--- config.mk ---
export PLATFORM = sky130hd
export DESIGN_NAME = ddrio_tx_train
export DESIGN_NICKNAME = d
export VERILOG_FILES = /design/src/rtl/ddrio_tx_train.sv
export SDC_FILE = /design/constraint.sdc
export NUM_CORES = 1
export LEC_CHECK = 0
export CORE_UTILIZATION = 49
export CTS_BUF_LIST = sky130_fd_sc_hd__clkbuf_8
export CTS_CLUSTER_SIZE = 25
export DETAILED_ROUTE_END_ITERATION = 7
export HOLD_SLACK_MARGIN = 0.02
export PLACE_DENSITY_LB_ADDON = 0.2
export REMOVE_ABC_BUFFERS = 1
export SLEW_MARGIN = 20
export SYNTH_ARGS = -nofsm -noshare
export SYNTH_HDL_FRONTEND = slang
export SYNTH_SLANG_ARGS = --single-unit
--- constraint.sdc ---
create_clock -name geclk_ol_buf_o -period 2.13 [get_ports geclk_ol_buf_o]
set_input_delay 0.426 -clock geclk_ol_buf_o [delete_from_list [all_inputs] [get_ports geclk_ol_buf_o]]
set_output_delay 0.426 -clock geclk_ol_buf_o [all_outputs]
set_load 0.03 [all_outputs]
--- src/rtl/ddrio_tx_train.sv ---
// ddrio_tx_train: transmit word-alignment trainer for the x2 DDR data IO pair.
//   Sends KEY_WORD on both lanes and pulses align_ol to slip the output word
//   boundary until rx_locked is seen; otherwise passes user words through a
//   word-rate valid/ready handshake.
// Ports:
//   geclk_ol_buf_o      fast output clock
//   align_rst_ol        async active-high reset
//   train_start         training request (ignored while training)
//   rx_locked           key-detector lock flag, sampled at the decision boundary
//   tx_valid/tx_ready   user word handshake, tx_ready strobes on word boundaries
//   tx_d0/tx_d1/tx_oe   user word per lane and its drive enable
//   d_0/d_1, t_0/t_1    gearbox data words and tristate words (1 = drive)
//   align_ol            one-cycle word-boundary slip pulse
//   train_busy/done/fail  registered status flags
//   slip_cnt            slips issued in the current or last training run
module ddrio_tx_train #(
    parameter int unsigned RATIO     = 4,
    parameter logic [7:0]  KEY_WORD  = 8'hB8,
    parameter int unsigned SETTLE    = 16,
    parameter int unsigned SLIP_GAP  = 8,
    parameter int unsigned MAX_SLIPS = 8
) (
    input  logic       geclk_ol_buf_o,
    input  logic       align_rst_ol,
    input  logic       train_start,
    input  logic       rx_locked,
    input  logic       tx_valid,
    input  logic [7:0] tx_d0,
    input  logic [7:0] tx_d1,
    input  logic       tx_oe,
    output logic       tx_ready,
    output logic [7:0] d_0,
    output logic [7:0] d_1,
    output logic [3:0] t_0,
    output logic [3:0] t_1,
    output logic       align_ol,
    output logic       train_busy,
    output logic       train_done,
    output logic       train_fail,
    output logic [3:0] slip_cnt
);
    localparam int PW = (RATIO > 1) ? $clog2(RATIO) : 1;
    localparam int CW = $clog2(SETTLE + 1);
    localparam int GW = $clog2(SLIP_GAP + 1);

    typedef enum logic [2:0] {IDLE, TRAIN, SLIP, DONE, FAIL} state_t;

    state_t        state_q, state_d;
    logic [PW-1:0] ph_q;
    logic [CW-1:0] settle_q;
    logic [GW-1:0] gap_q;
    logic [3:0]    slip_cnt_q;
    logic [7:0]    d0_q, d1_q;
    logic [3:0]    t0_q, t1_q;
    logic          align_q, busy_q, done_q, fail_q;
    logic          user_mode, bnd, accept, last_word, gap_end, start, slip_go;

    assign bnd       = ph_q == PW'(RATIO - 1);
    assign user_mode = state_q inside {IDLE, DONE, FAIL};
    assign tx_ready  = user_mode && bnd;
    assign accept    = tx_ready && tx_valid;
    assign last_word = settle_q == CW'(SETTLE - 1);
    assign gap_end   = gap_q == GW'(SLIP_GAP - 1);
    assign start     = user_mode && train_start;
    assign slip_go   = state_q == TRAIN && state_d == SLIP;

    always_comb begin
        state_d = state_q;
        if (start)
            state_d = TRAIN;
        else if (state_q == TRAIN && bnd && last_word)
            state_d = rx_locked ? DONE : (slip_cnt_q == 4'(MAX_SLIPS) ? FAIL : SLIP);
        else if (state_q == SLIP && gap_end)
            state_d = TRAIN;
    end

    always_ff @(posedge geclk_ol_buf_o or posedge align_rst_ol) begin
        if (align_rst_ol) begin
            state_q    <= IDLE;
            ph_q       <= '0;
            settle_q   <= '0;
            gap_q      <= '0;
            slip_cnt_q <= '0;
            d0_q       <= '0;
            d1_q       <= '0;
            t0_q       <= '0;
            t1_q       <= '0;
            align_q    <= 1'b0;
            busy_q     <= 1'b0;
            done_q     <= 1'b0;
            fail_q     <= 1'b0;
        end else begin
            state_q <= state_d;
            ph_q    <= bnd ? '0 : ph_q + 1'b1;
            busy_q  <= state_d inside {TRAIN, SLIP};
            done_q  <= state_d == DONE;
            fail_q  <= state_d == FAIL;
            align_q <= slip_go;
            // FAIL is taken at MAX_SLIPS, so the guard only keeps the count from ever wrapping
            if (start)
                slip_cnt_q <= '0;
            else if (slip_go && slip_cnt_q != 4'(MAX_SLIPS))
                slip_cnt_q <= slip_cnt_q + 1'b1;
            // only key words loaded while in TRAIN count toward the settle window
            if (state_d == TRAIN && state_q != TRAIN)
                settle_q <= '0;
            else if (state_q == TRAIN && bnd)
                settle_q <= settle_q + 1'b1;
            gap_q <= (state_q == SLIP) ? gap_q + 1'b1 : '0;
            if (bnd) begin
                d0_q <= user_mode ? (accept ? tx_d0 : 8'h00) : KEY_WORD;
                d1_q <= user_mode ? (accept ? tx_d1 : 8'h00) : KEY_WORD;
                t0_q <= user_mode ? {4{accept && tx_oe}} : 4'hF;
                t1_q <= user_mode ? {4{accept && tx_oe}} : 4'hF;
            end
        end
    end

    assign d_0        = d0_q;
    assign d_1        = d1_q;
    assign t_0        = t0_q;
    assign t_1        = t1_q;
    assign align_ol   = align_q;
    assign train_busy = busy_q;
    assign train_done = done_q;
    assign train_fail = fail_q;
    assign slip_cnt   = slip_cnt_q;
endmodule
Word-level counts from Yosys, hierarchy flattened
Cells that the tools add are included.
- div/mod/pow operators: 0
- reduce and logical (&&, ||, !) cells: 15
- shift-type cells: 0
- magnitude comparators: 0
- multiplexer cells: 16
- equality and inequality tests: 14
- bitwise gates (word level): 0
- add/sub/neg operators: 4
- multiply operators: 0
- operators with widths (operator ; count):
    8-bit two-way mux ; 4
    4-bit two-way mux ; 4
    3-bit two-way mux ; 5
    3-bit by 2-bit equality test with 1-bit output (second input constant) ; 4
    1-bit logical AND ; 10
    5-bit two-way mux ; 2
    4-bit by 1-bit adder with 4-bit output (second input constant) ; 2
    3-bit by 1-bit equality test with 1-bit output (second input constant) ; 2
    3-bit equality test (second input constant) ; 2
    2-bit nonzero test ; 3
    5-bit by 1-bit adder with 5-bit output (second input constant) ; 1
    5-bit by 4-bit equality test with 1-bit output (second input constant) ; 1
    4-bit by 3-bit equality test with 1-bit output (second input constant) ; 1
    4-bit equality test (second input constant) ; 1
    4-bit != test (second input constant) ; 1
    3-bit zero test ; 1
    3-bit by 1-bit != test with 1-bit output (second input constant) ; 1
    3-bit nonzero test ; 1
    2-bit by 1-bit adder with 2-bit output (second input constant) ; 1
    2-bit equality test (second input constant) ; 1
    2-bit two-way mux ; 1
- bits in read-only memories: 0
- memories: 0
- input port bits: 22
- register bits after elaboration: 42
- output and inout bits: 33
- latch bits: 0
- RAM bits: 0

Depth between registers and ports, before layout
Gate-level depths: netlist (run 1).
- depth in word-level cells: 10
- gate-level depth with buffers: 7

Least setup slack after synthesis (run 1)
Ideal clock, no wire load.
- path kind: flip-flop to output port
- from: register ph_q[0]
- to: output port tx_ready
- path buffers: 2
- path slack: 355 ps
- arrival time: 1349 ps
- stages on the path, launching flop included: 6
- required time: 1704 ps
- cells stage by stage: dfrtp_1 > ha_1 > buf_2 > clkinv_1 > nor2_2 > buf_4
- cells in the longest elaborated chain, start to end: 2
- RTL lines (element ; line ; source):
    start, declared ; 49 ; logic [PW-1:0] ph_q;
    start signal, assigned ; 94 ; ph_q <= bnd ? '0 : ph_q + 1'b1;
    2-bit equality test ; 58 ; assign bnd = ph_q == PW'(RATIO - 1);
    1-bit logical AND ; 60 ; assign tx_ready = user_mode && bnd;
    end, declared ; 31 ; output logic tx_ready,
Every way passes these cells.

Worst setup path in the final report (run 1)
Same ends and word-level chain as after synthesis.

==> results of run 1 <==
## worst register-to-register path, cell delays in order (launching register included)
cell and delay, ns:
dfrtp_1 0.40, ha_1 0.23, and3_1 0.19, ha_1 0.20, inv_1 0.19, nor3_2 0.11, or3_1 0.35, nor3_1 0.17
## worst paths after layout
check / slack (ns) / cells past startpoint / endpoint
worst max-delay path: 0.19 / 4 / tx_ready
worst min-delay path: 0.46 / 1 / ph_q[0]
worst max register to register: 0.19 / 7 / train_done
worst min register to register: 0.46 / 1 / ph_q[0]
max in group asynchronous: 1.20 / 3 / state_q[1]
min in group asynchronous: 0.57 / 3 / d_0[7]
## routing by layer
layer,global-route usage (%),share of wire [%]
met5,0,0
met4,7.34,1.2
met3,3.99,4.3
met2,36.1,51
met1,25.5,44
## layout by cell type, fill, tap and decap left out, drive strengths merged, types with 2 or more instances in the layout
cell type	count
nor2	22
nor3	5
o21ai	4
nand2b	2
xnor2	3
clkbuf	7
dfrtp	39
and3	3
a22o	2
mux2	2
a21oi	14
nor4	3
ha	6
nand4bb	2
nand3	2
a32o	8
inv	11
nand2	13
clkdlybuf4s50	53
buf	7
nor2b	3
a31oi	2
## sequential cells by signal (all words and copies together) (netlist names), 2 cells and up
| name | cells |
|---|---|
| state_q | 3 |
| settle_q | 5 |
| ph_q | 2 |
| d_0 | 8 |
| slip_cnt | 4 |
| gap_q | 4 |
| d_1 | 8 |
## area by class of cell
cell class,instances,area (um^2),share of cell area [%]
multi-input cells,111,828,32.0
flip-flops and latches,39,977,37.7
clock inverters,1,3.75,0.145
clock buffers,7,96.3,3.72
well taps,48,60.1,2.32
inverters,11,41.3,1.59
repair buffers,60,583,22.5
## cell families (layout without fill, tap and decap cells)
| logic type | count (synthesis) | count (layout) |
|---|---|---|
| AOI/OAI and AO/OA | 38 | 38 |
| xor gates and xnor gates | 3 | 3 |
| adders and majority gates | 6 | 6 |
| buffers and inverters | 27 | 79 |
| DFF | 39 | 39 |
| muxes | 3 | 3 |
| and+or+nand+nor | 61 | 61 |
## per-stage QoR
stage / total power (uW) / hold slack [ns]
final: 2510 / 0.464
after global routing: 2640 / 0.486
after CTS: 2530 / 0.459
after detailed placement: 2000 / 0.428
after global placement: 1970 / 0.413
after floorplan: 1590 / 0.403
## timing repair
item	in CTS	in global routing
endpoints found under the setup margin	0	1
resized for setup	0	1
hold buffers	0	0
setup buffers	0	0
## power breakdown
group	switching [uW]	internal (uW)	leakage, uW
Combinational	535	434	0.000558
Clock	234	290	0.0000557
Sequential	130	885	0.000480
Total	899	1610	0.00109
==> impl_metrics.csv, run 1 <==
group,metric,value,unit
synth,syn_area,1960,um^2
synth,synthSimpleGateAreaFrac,20.5,%
timing,maxSlewViolCount,0,
synth,yosys-top-cells-count,"39 x dfrtp_1, 20 x nor2_1, 14 x a21oi_1, 13 x nand2_1, 10 x inv_1",
drt,viasPerCell,5.34,
drt,first_iter_violations,88,
timing,timing.final.ws_setup,0.186,ns
placement,place.gp.congestion,0.707,
finish,num_antenna_cells,0,
timing,fin_crit,1.94,ns
worst_hold_path,min_from,"ph_q[0]",
drt,routed_wirelength,3.94,mm
worst_setup_path,cp-end-kind,"output port",
finish,fillers,277,
worst_setup_path,worst_setup_path_start_kind,"flop",
floorplan,die_area,4260,um^2
worst_setup_path,crit_required,1.70,ns
clock_tree,clockRootBuffer,"clkbuf_8",
finish,utilization,69.2,%
floorplan,row_count,22,
clock_tree,cts_buffer_depth,2,
synth,yosysTopAreaCell,"dfrtp_1",
finish,syn_to_final_growth,32.1,%
timing,hold_violations,0,
clock_tree,cts_max_level,2,
synth,ys_ff_latch,39,
global_routing,grt_pass1_vias,1466,
synth,syn_inst,177,
timing,tns,0,ns
worst_setup_path,crit_arrival,1.52,ns
synth,async_reset_ff_share,100,%
floorplan,fp.dieW,65.3,um
synth,yosys_warnings,0,
worst_setup_path,path_buf_inv,2,
synth,synth_compound_area_share,14.9,%
worst_setup_path,worstSetupStartpoint,"ph_q[0]",
clock_tree,cts_made_buffers,5,
flow_run,maxCapViolations,0,
finish,finalInstanceArea,2590,um^2
timing,max-slew-margin-rel,61.8,%
synth,synth.distinct_cells,48,
floorplan,fp.dieH,65.3,um
global_routing,grt_use_total,20.7,%
synth,muxShareOfSynthArea,1.66,%
run_status,status,"finished, final reports clean",
timing,fmax,0.514,GHz
synth,yosysTopAreaCellShare,49.8,%
finish,fin_cells,277,
timing,setup_viol_count_final,0,
placement,hpwl,2.88,mm
drt,dr.pass1.iters,4,
drt,vias,1478,
worst_setup_path,crit_type,"reg2out",
timing,fin_skew,0.00338,ns
floorplan,initial_core_util,52.4,%
synth,synth_top_family_by_area,"simple AND/OR/NAND/NOR gates",
drt,ant_nets,0,
worst_hold_path,hold_path.class,"reg2reg",
global_routing,grt_max_degree,40,
timing,worstMarginPinSlew,0.571,ns
clock_tree,clock_latency,0.28,ns
pwr,ir_drop,0.000584,V
worst_setup_path,path_cells,"ha_1 > clkinv_1 > nor2_2 > buf_4",
global_routing,grt_overflow,0,
synth,ys_top_cells_by_area,"dfrtp_1 50%, a32o_1 4.1%, ha_1 3.8%",
synth,synth-seq-area-share,49.8,%
global_routing,antenna_found_initial,0,
placement,port_buffers,54,
drt,wl_per_cell,14.2,um
finish,drive_gt1_share,14.4,%
worst_setup_path,slowest_delay,0.37,ns
placement,dp_worst_setup_slack,0.0872,ns
placement,post-place-cells,269,
clock_tree,cts_tree,"done",
worst_setup_path,timing.rr.start,"settle_q[0]",
synth,yosysMostFrequentCell,"dfrtp_1",
worst_setup_path,crit_fanout,6,
placement,placed_cell_area,2490,um^2
synth,synth-edff-count,0,
pwr,power_leakage,0.00109,uW
worst_setup_path,path_delay_family,"flip-flops",
worst_setup_path,cpMaxStageDelayCell,"dfrtp_1",
global_routing,grt_first_pass_wirelength,6.76,mm
synth,yosys.area_share.xor_xnor,1.34,%
clock_tree,cts_sinks,39,
drt,route.detailed.drc,0,
floorplan,core,3740,um^2
floorplan,io_pins,55,
finish,layout.nets,256,
pwr,power_density,968,nW/um^2
timing,fin_crit_sh,91.3,%
synth,syn_area_per_cell,11.1,um^2
timing,rsz0062_at_grt,"no",
synth,synthFlopType,"dfrtp_1",
clock_tree,clk_pin_slew,0.07,ns
synth,synth_fa_ha_area_share,3.83,%
No activity file was read; power rests on OpenSTA's default activity.
==> inputs of run 2 (changes only) <==
CORE_MARGIN = 2   (was default)
SLEW_MARGIN = default   (was 20)
clock period = 1.81 ns   (was 2.13 ns; I/O delays follow)
==> run 2 against run 1 <==
Compared with the run above: total power is 26% higher; global-route usage is 1.2 points higher; count of clock-buffer cells in the layout fell by 2; core utilization increased by 5.3 points; worst setup slack lost 0.14 ns; die area rose by 6.2%; first-iteration DRC count down 43%; flip-flop and latch count did not move; routed wire length is 14% higher; largest cell class unchanged; largest power group is now combinational logic.
==> impl_metrics.csv, run 2 (synthesis gave the netlist of run 1 again) <==
group,metric,value,unit
global_routing,grt_first_pass_wirelength,7.34,mm
floorplan,die_area,4520,um^2
clock_tree,clock_latency,0.29,ns
worst_setup_path,path_cells,"clkdlybuf4s50_1",
worst_hold_path,hold_path.class,"reg2reg",
worst_setup_path,cp-end-kind,"output port",
clock_tree,cts_made_buffers,5,
timing,maxSlewViolCount,0,
placement,post-place-cells,284,
finish,layout_commonest_cell,"clkdlybuf4s50_1",
worst_setup_path,timing.rr.start,"settle_q[1]",
worst_setup_path,worstSetupStartpoint,"slip_cnt[1]",
worst_hold_path,min_from,"ph_q[0]",
drt,dr.pass1.iters,4,
worst_setup_path,worst_setup_path_start_kind,"flop",
timing,rsz0062_at_grt,"yes",
clock_tree,clk_pin_slew,0.08,ns
finish,layout.nets,275,
clock_tree,cts_tree,"done",
worst_setup_path,cpMaxStageDelayCell,"clkdlybuf4s50_1",
placement,place.gp.congestion,0.829,
drt,vias,1618,
global_routing,grt_max_degree,40,
timing,setup_viol_count_final,0,
placement,hpwl,3.21,mm
pwr,power_density,1140,nW/um^2
floorplan,fp.dieH,67.3,um
finish,fillers,262,
worst_setup_path,crit_type,"reg2out",
global_routing,grt_overflow,0,
clock_tree,cts_max_level,2,
timing,fin_crit,1.77,ns
drt,route.detailed.drc,0,
finish,num_antenna_cells,0,
timing,hold_violations,0,
clock_tree,cts_buffer_depth,2,
worst_setup_path,crit_arrival,1.40,ns
drt,wl_per_cell,15.2,um
global_routing,grt_use_total,21.9,%
floorplan,row_count,22,
floorplan,initial_core_util,52.4,%
global_routing,antenna_found_initial,0,
worst_setup_path,path_buf_inv,1,
clock_tree,cts_sinks,39,
timing,fin_crit_sh,97.6,%
clock_tree,clockRootBuffer,"clkbuf_8",
floorplan,core,3740,um^2
timing,fmax,0.566,GHz
timing,tns,0,ns
timing,worstMarginPinSlew,0.479,ns
timing,fin_skew,0.00937,ns
placement,port_buffers,54,
finish,mostFrequentLayoutCells,"42 x clkdlybuf4s50_1, 37 x dfrtp_1, 24 x buf_4, 20 x nor2_1, 14 x a21oi_1",
finish,utilization,74.5,%
worst_setup_path,crit_fanout,4,
worst_setup_path,crit_required,1.45,ns
floorplan,fp.dieW,67.3,um
pwr,ir_drop,0.000643,V
worst_setup_path,slowest_delay,0.70,ns
pwr,power_leakage,0.00122,uW
drt,routed_wirelength,4.50,mm
drt,first_iter_violations,50,
floorplan,io_pins,55,
finish,drive_gt1_share,24.2,%
worst_setup_path,path_delay_family,"buffers and inverters",
global_routing,grt_pass1_vias,1660,
drt,viasPerCell,5.47,
timing,max-slew-margin-rel,68.1,%
pwr,total_power,3170,uW
finish,fin_cells,296,
flow_run,maxCapViolations,0,
run_status,status,"finished, final reports clean",
finish,syn_to_final_growth,42.2,%
drt,ant_nets,0,
[run 2: cell types whose count changed in the layout (fill, tap and decap cells not counted), sizes merged, moves of 2 or more]
| cell | previous run | this run |
|---|---|---|
| buf | 7 | 26 |
| clkbuf | 7 | 5 |
| clkdlybuf4s50 | 53 | 42 |
| clkinv | 1 | 3 |
| dlygate4sd2 | 0 | 10 |
[run 2: area by class of cell]
type	instances	area [um^2]	share of cell area [%]
Timing Repair Buffer	79	723	25.9
Clock inverter	3	43.8	1.57
Clock buffer	5	68.8	2.47
Inverter	11	41.3	1.48
Sequential cell	39	978	35.1
Multi-Input combinational cell	111	872	31.3
Tap cell	48	60.1	2.15
[run 2: final timing paths]
kind	to	slack, ns	depth (start not counted)
setup / recovery	slip_cnt[1]	0.04	1
hold / removal	ph_q[0]	0.46	1
setup reg to reg	slip_cnt[2]	0.07	8
hold reg to reg	ph_q[0]	0.46	1
max in group asynchronous	state_q[1]	0.97	3
min in group asynchronous	align_ol	0.48	3
[run 2: metal layers]
| layer | global-route usage, % | share of wire [%] |
|---|---|---|
| met4 | 11.0 | 2.6 |
| met5 | 0 | 0 |
| met1 | 24.6 | 42 |
| met3 | 5.00 | 5.4 |
| met2 | 38.9 | 50 |
[run 2: repair_timing]
action                     in CTS  in global routing
setup buffers                   1                  3
pin swaps                       1                  4
gates resized for setup        18                  6
hold buffers                    0                  0
setup endpoints to repair      15                  9
[run 2: report_power, final]
| group | switching (uW) | total, uW | internal [uW] |
|---|---|---|---|
| Clock | 305 | 715 | 410 |
| Combinational | 701 | 1280 | 574 |
| Sequential | 134 | 1180 | 1040 |
[run 2: metrics by stage]
stage               instance area [um^2]  hold WS (ns)  setup slack (ns)
floorplan                           1850         0.403            -0.286
global route                        2790         0.483           -0.0195
finish                              2790         0.463            0.0438
global placement                    2600         0.414          -0.00778
detailed placement                  2600         0.447            -0.116
CTS                                 2730         0.463           0.00409
==> inputs of run 3 (changes only) <==
ABC_AREA = 0   (was default)
CORE_UTILIZATION = 55   (was 49)
DONT_BUFFER_PORTS = 1   (was default)
==> run 3 against run 2 <==
Compared with the run above: register-to-register slack better by 0.03 ns; cell count is 19% lower; final area down 18%; maximum frequency fell by 0.14%; via count fell by 14%; non-clock buffer count decreased by 54; combinational power down 40%; critical path depth grew 4; global-route usage shrank 1.3 points; clock skew down 0.0056 ns; critical path type unchanged; largest cell class unchanged; largest power group is now sequential cells; highest routed layer unchanged.
==> impl_metrics.csv, run 3 (synthesis gave the netlist of run 1 again) <==
group,metric,value,unit
floorplan,core,3390,um^2
global_routing,grt_overflow,0,
global_routing,grt_first_pass_wirelength,6.38,mm
finish,syn_to_final_growth,16.7,%
clock_tree,cts_tree,"done",
drt,vias,1395,
placement,hpwl,2.70,mm
run_status,status,"finished, final reports clean",
floorplan,initial_core_util,57.8,%
timing,maxSlewViolCount,0,
finish,layout_commonest_cell,"dfrtp_1",
floorplan,row_count,21,
worst_setup_path,worstSetupStartpoint,"state_q[1]",
pwr,total_power,2720,uW
finish,drive_gt1_share,30.9,%
drt,viasPerCell,5.81,
finish,layout.nets,221,
placement,port_buffers,0,
timing,setup_viol_count_final,0,
timing,fmax,0.565,GHz
placement,post-place-cells,221,
drt,ant_nets,0,
clock_tree,clock_latency,0.29,ns
worst_setup_path,crit_fanout,6,
pwr,seqPwrFrac,50.5,%
drt,dr.pass1.iters,4,
clock_tree,clk_pin_slew,0.08,ns
worst_setup_path,crit_arrival,1.41,ns
worst_setup_path,path_delay_family,"flip-flops",
floorplan,io_pins,55,
finish,fin_cells,240,
worst_setup_path,slowest_delay,0.45,ns
worst_setup_path,path_buf_inv,2,
timing,worstMarginPinSlew,0.489,ns
worst_setup_path,timing.rr.start,"settle_q[1]",
pwr,ir_drop,0.000503,V
pwr,p_clk_share,21.1,%
pwr,p_switching,1080,uW
clock_tree,clockRootBuffer,"clkbuf_8",
pwr,internal_power,1630,uW
timing,fin_skew,0.00374,ns
timing,hold_violations,0,
global_routing,grt_max_degree,40,
floorplan,fp.dieW,63.7,um
pwr,p_comb_share,28.4,%
finish,num_antenna_cells,0,
placement,place.gp.congestion,0.726,
timing,max-slew-margin-rel,67.4,%
floorplan,die_area,4060,um^2
finish,mostFrequentLayoutCells,"35 x dfrtp_1, 19 x nor2_1, 18 x buf_4, 14 x a21oi_1, 13 x nand2_1",
pwr,power_leakage,0.000998,uW
floorplan,fp.dieH,63.7,um
worst_hold_path,hold_path.class,"in2async",
clock_tree,cts_made_buffers,5,
drt,first_iter_violations,45,
worst_setup_path,cpMaxStageDelayCell,"dfrtp_2",
global_routing,antenna_found_initial,0,
worst_setup_path,worst_setup_path_start_kind,"flop",
drt,routed_wirelength,3.98,mm
flow_run,maxCapViolations,0,
worst_setup_path,crit_required,1.45,ns
timing,fin_crit_sh,97.7,%
worst_setup_path,path_cells,"buf_6 > nor2_4 > a21oi_1 > nor2_2 > buf_12",
clock_tree,cts_sinks,39,
worst_setup_path,crit_type,"reg2out",
clock_tree,cts_buffer_depth,2,
clock_tree,cts_hold_buf,0,
global_routing,grt_use_total,20.6,%
worst_setup_path,cp-end-kind,"output port",
timing,fin_crit,1.77,ns
clock_tree,cts_max_level,2,
drt,route.detailed.drc,0,
drt,wl_per_cell,16.6,um
pwr,power_density,1190,nW/um^2
global_routing,grt_pass1_vias,1325,
pwr,switching_share,39.9,%
==> run 3: power by group through the flow <==
stage	logic (uW)	clock network (uW)	registers [uW]
after floorplan	355	0	1510
after global placement	659	0	1390
after detailed placement	690	0	1390
after CTS	691	587	1380
after global routing	855	627	1390
final	772	572	1370
==> run 3: worst paths after layout <==
check,slack (ns),cells after the start,end
min in group geclk_ol_buf_o,0.19,2,t_1[2]
max in group asynchronous,1.37,2,t_1[2]
setup / recovery,0.04,5,tx_ready
hold reg to reg,0.46,1,gap_q[0]
setup reg to reg,0.10,7,train_busy
hold / removal,0.07,2,d_1[2]
==> run 3: area by class of cell <==
| type | instances | area (um^2) |
|---|---|---|
| clock inverters | 3 | 16.3 |
| repair buffers | 25 | 253 |
| inverters | 11 | 43.8 |
| multi-input cells | 111 | 867 |
| fillers | 253 | 1100 |
| well taps | 46 | 57.6 |
| clock buffers | 5 | 68.8 |
| flip-flops and latches | 39 | 981 |
==> run 3: what timing repair did <==
item,in CTS,in global routing
pin swaps,0,4
setup endpoints to repair,2,5
gates cloned,0,2
resized for setup,4,11
setup buffers,0,9
endpoints found under the hold margin,0,0
==> run 3: metrics by stage <==
step	TNS [ns]	worst slack [ns]	utilization, %	hold WS (ns)	area [um^2]
2_1_floorplan	-6.42	-0.286	-	0.403	1850
3_3_place_gp	0	0.0237	60.0	0.388	2030
3_5_place_dp	-0.00543	-0.00543	60.0	0.404	2030
4_1_cts	-0.00780	-0.00780	62.7	0.0813	2120
5_1_grt	-0.0523	-0.0418	67.5	0.107	2290
6_report	0	0.0412	67.5	0.0678	2290
==> run 3: metal layers <==
metal / vias up / wire (um) / track usage (%)
met2: 42 / 2070 / 35.0
li1: 651 / - / -
met4: 0 / 63 / 8.15
met1: 697 / 1650 / 25.0
met3: 5 / 192 / 5.36
met5: - / 0 / 0
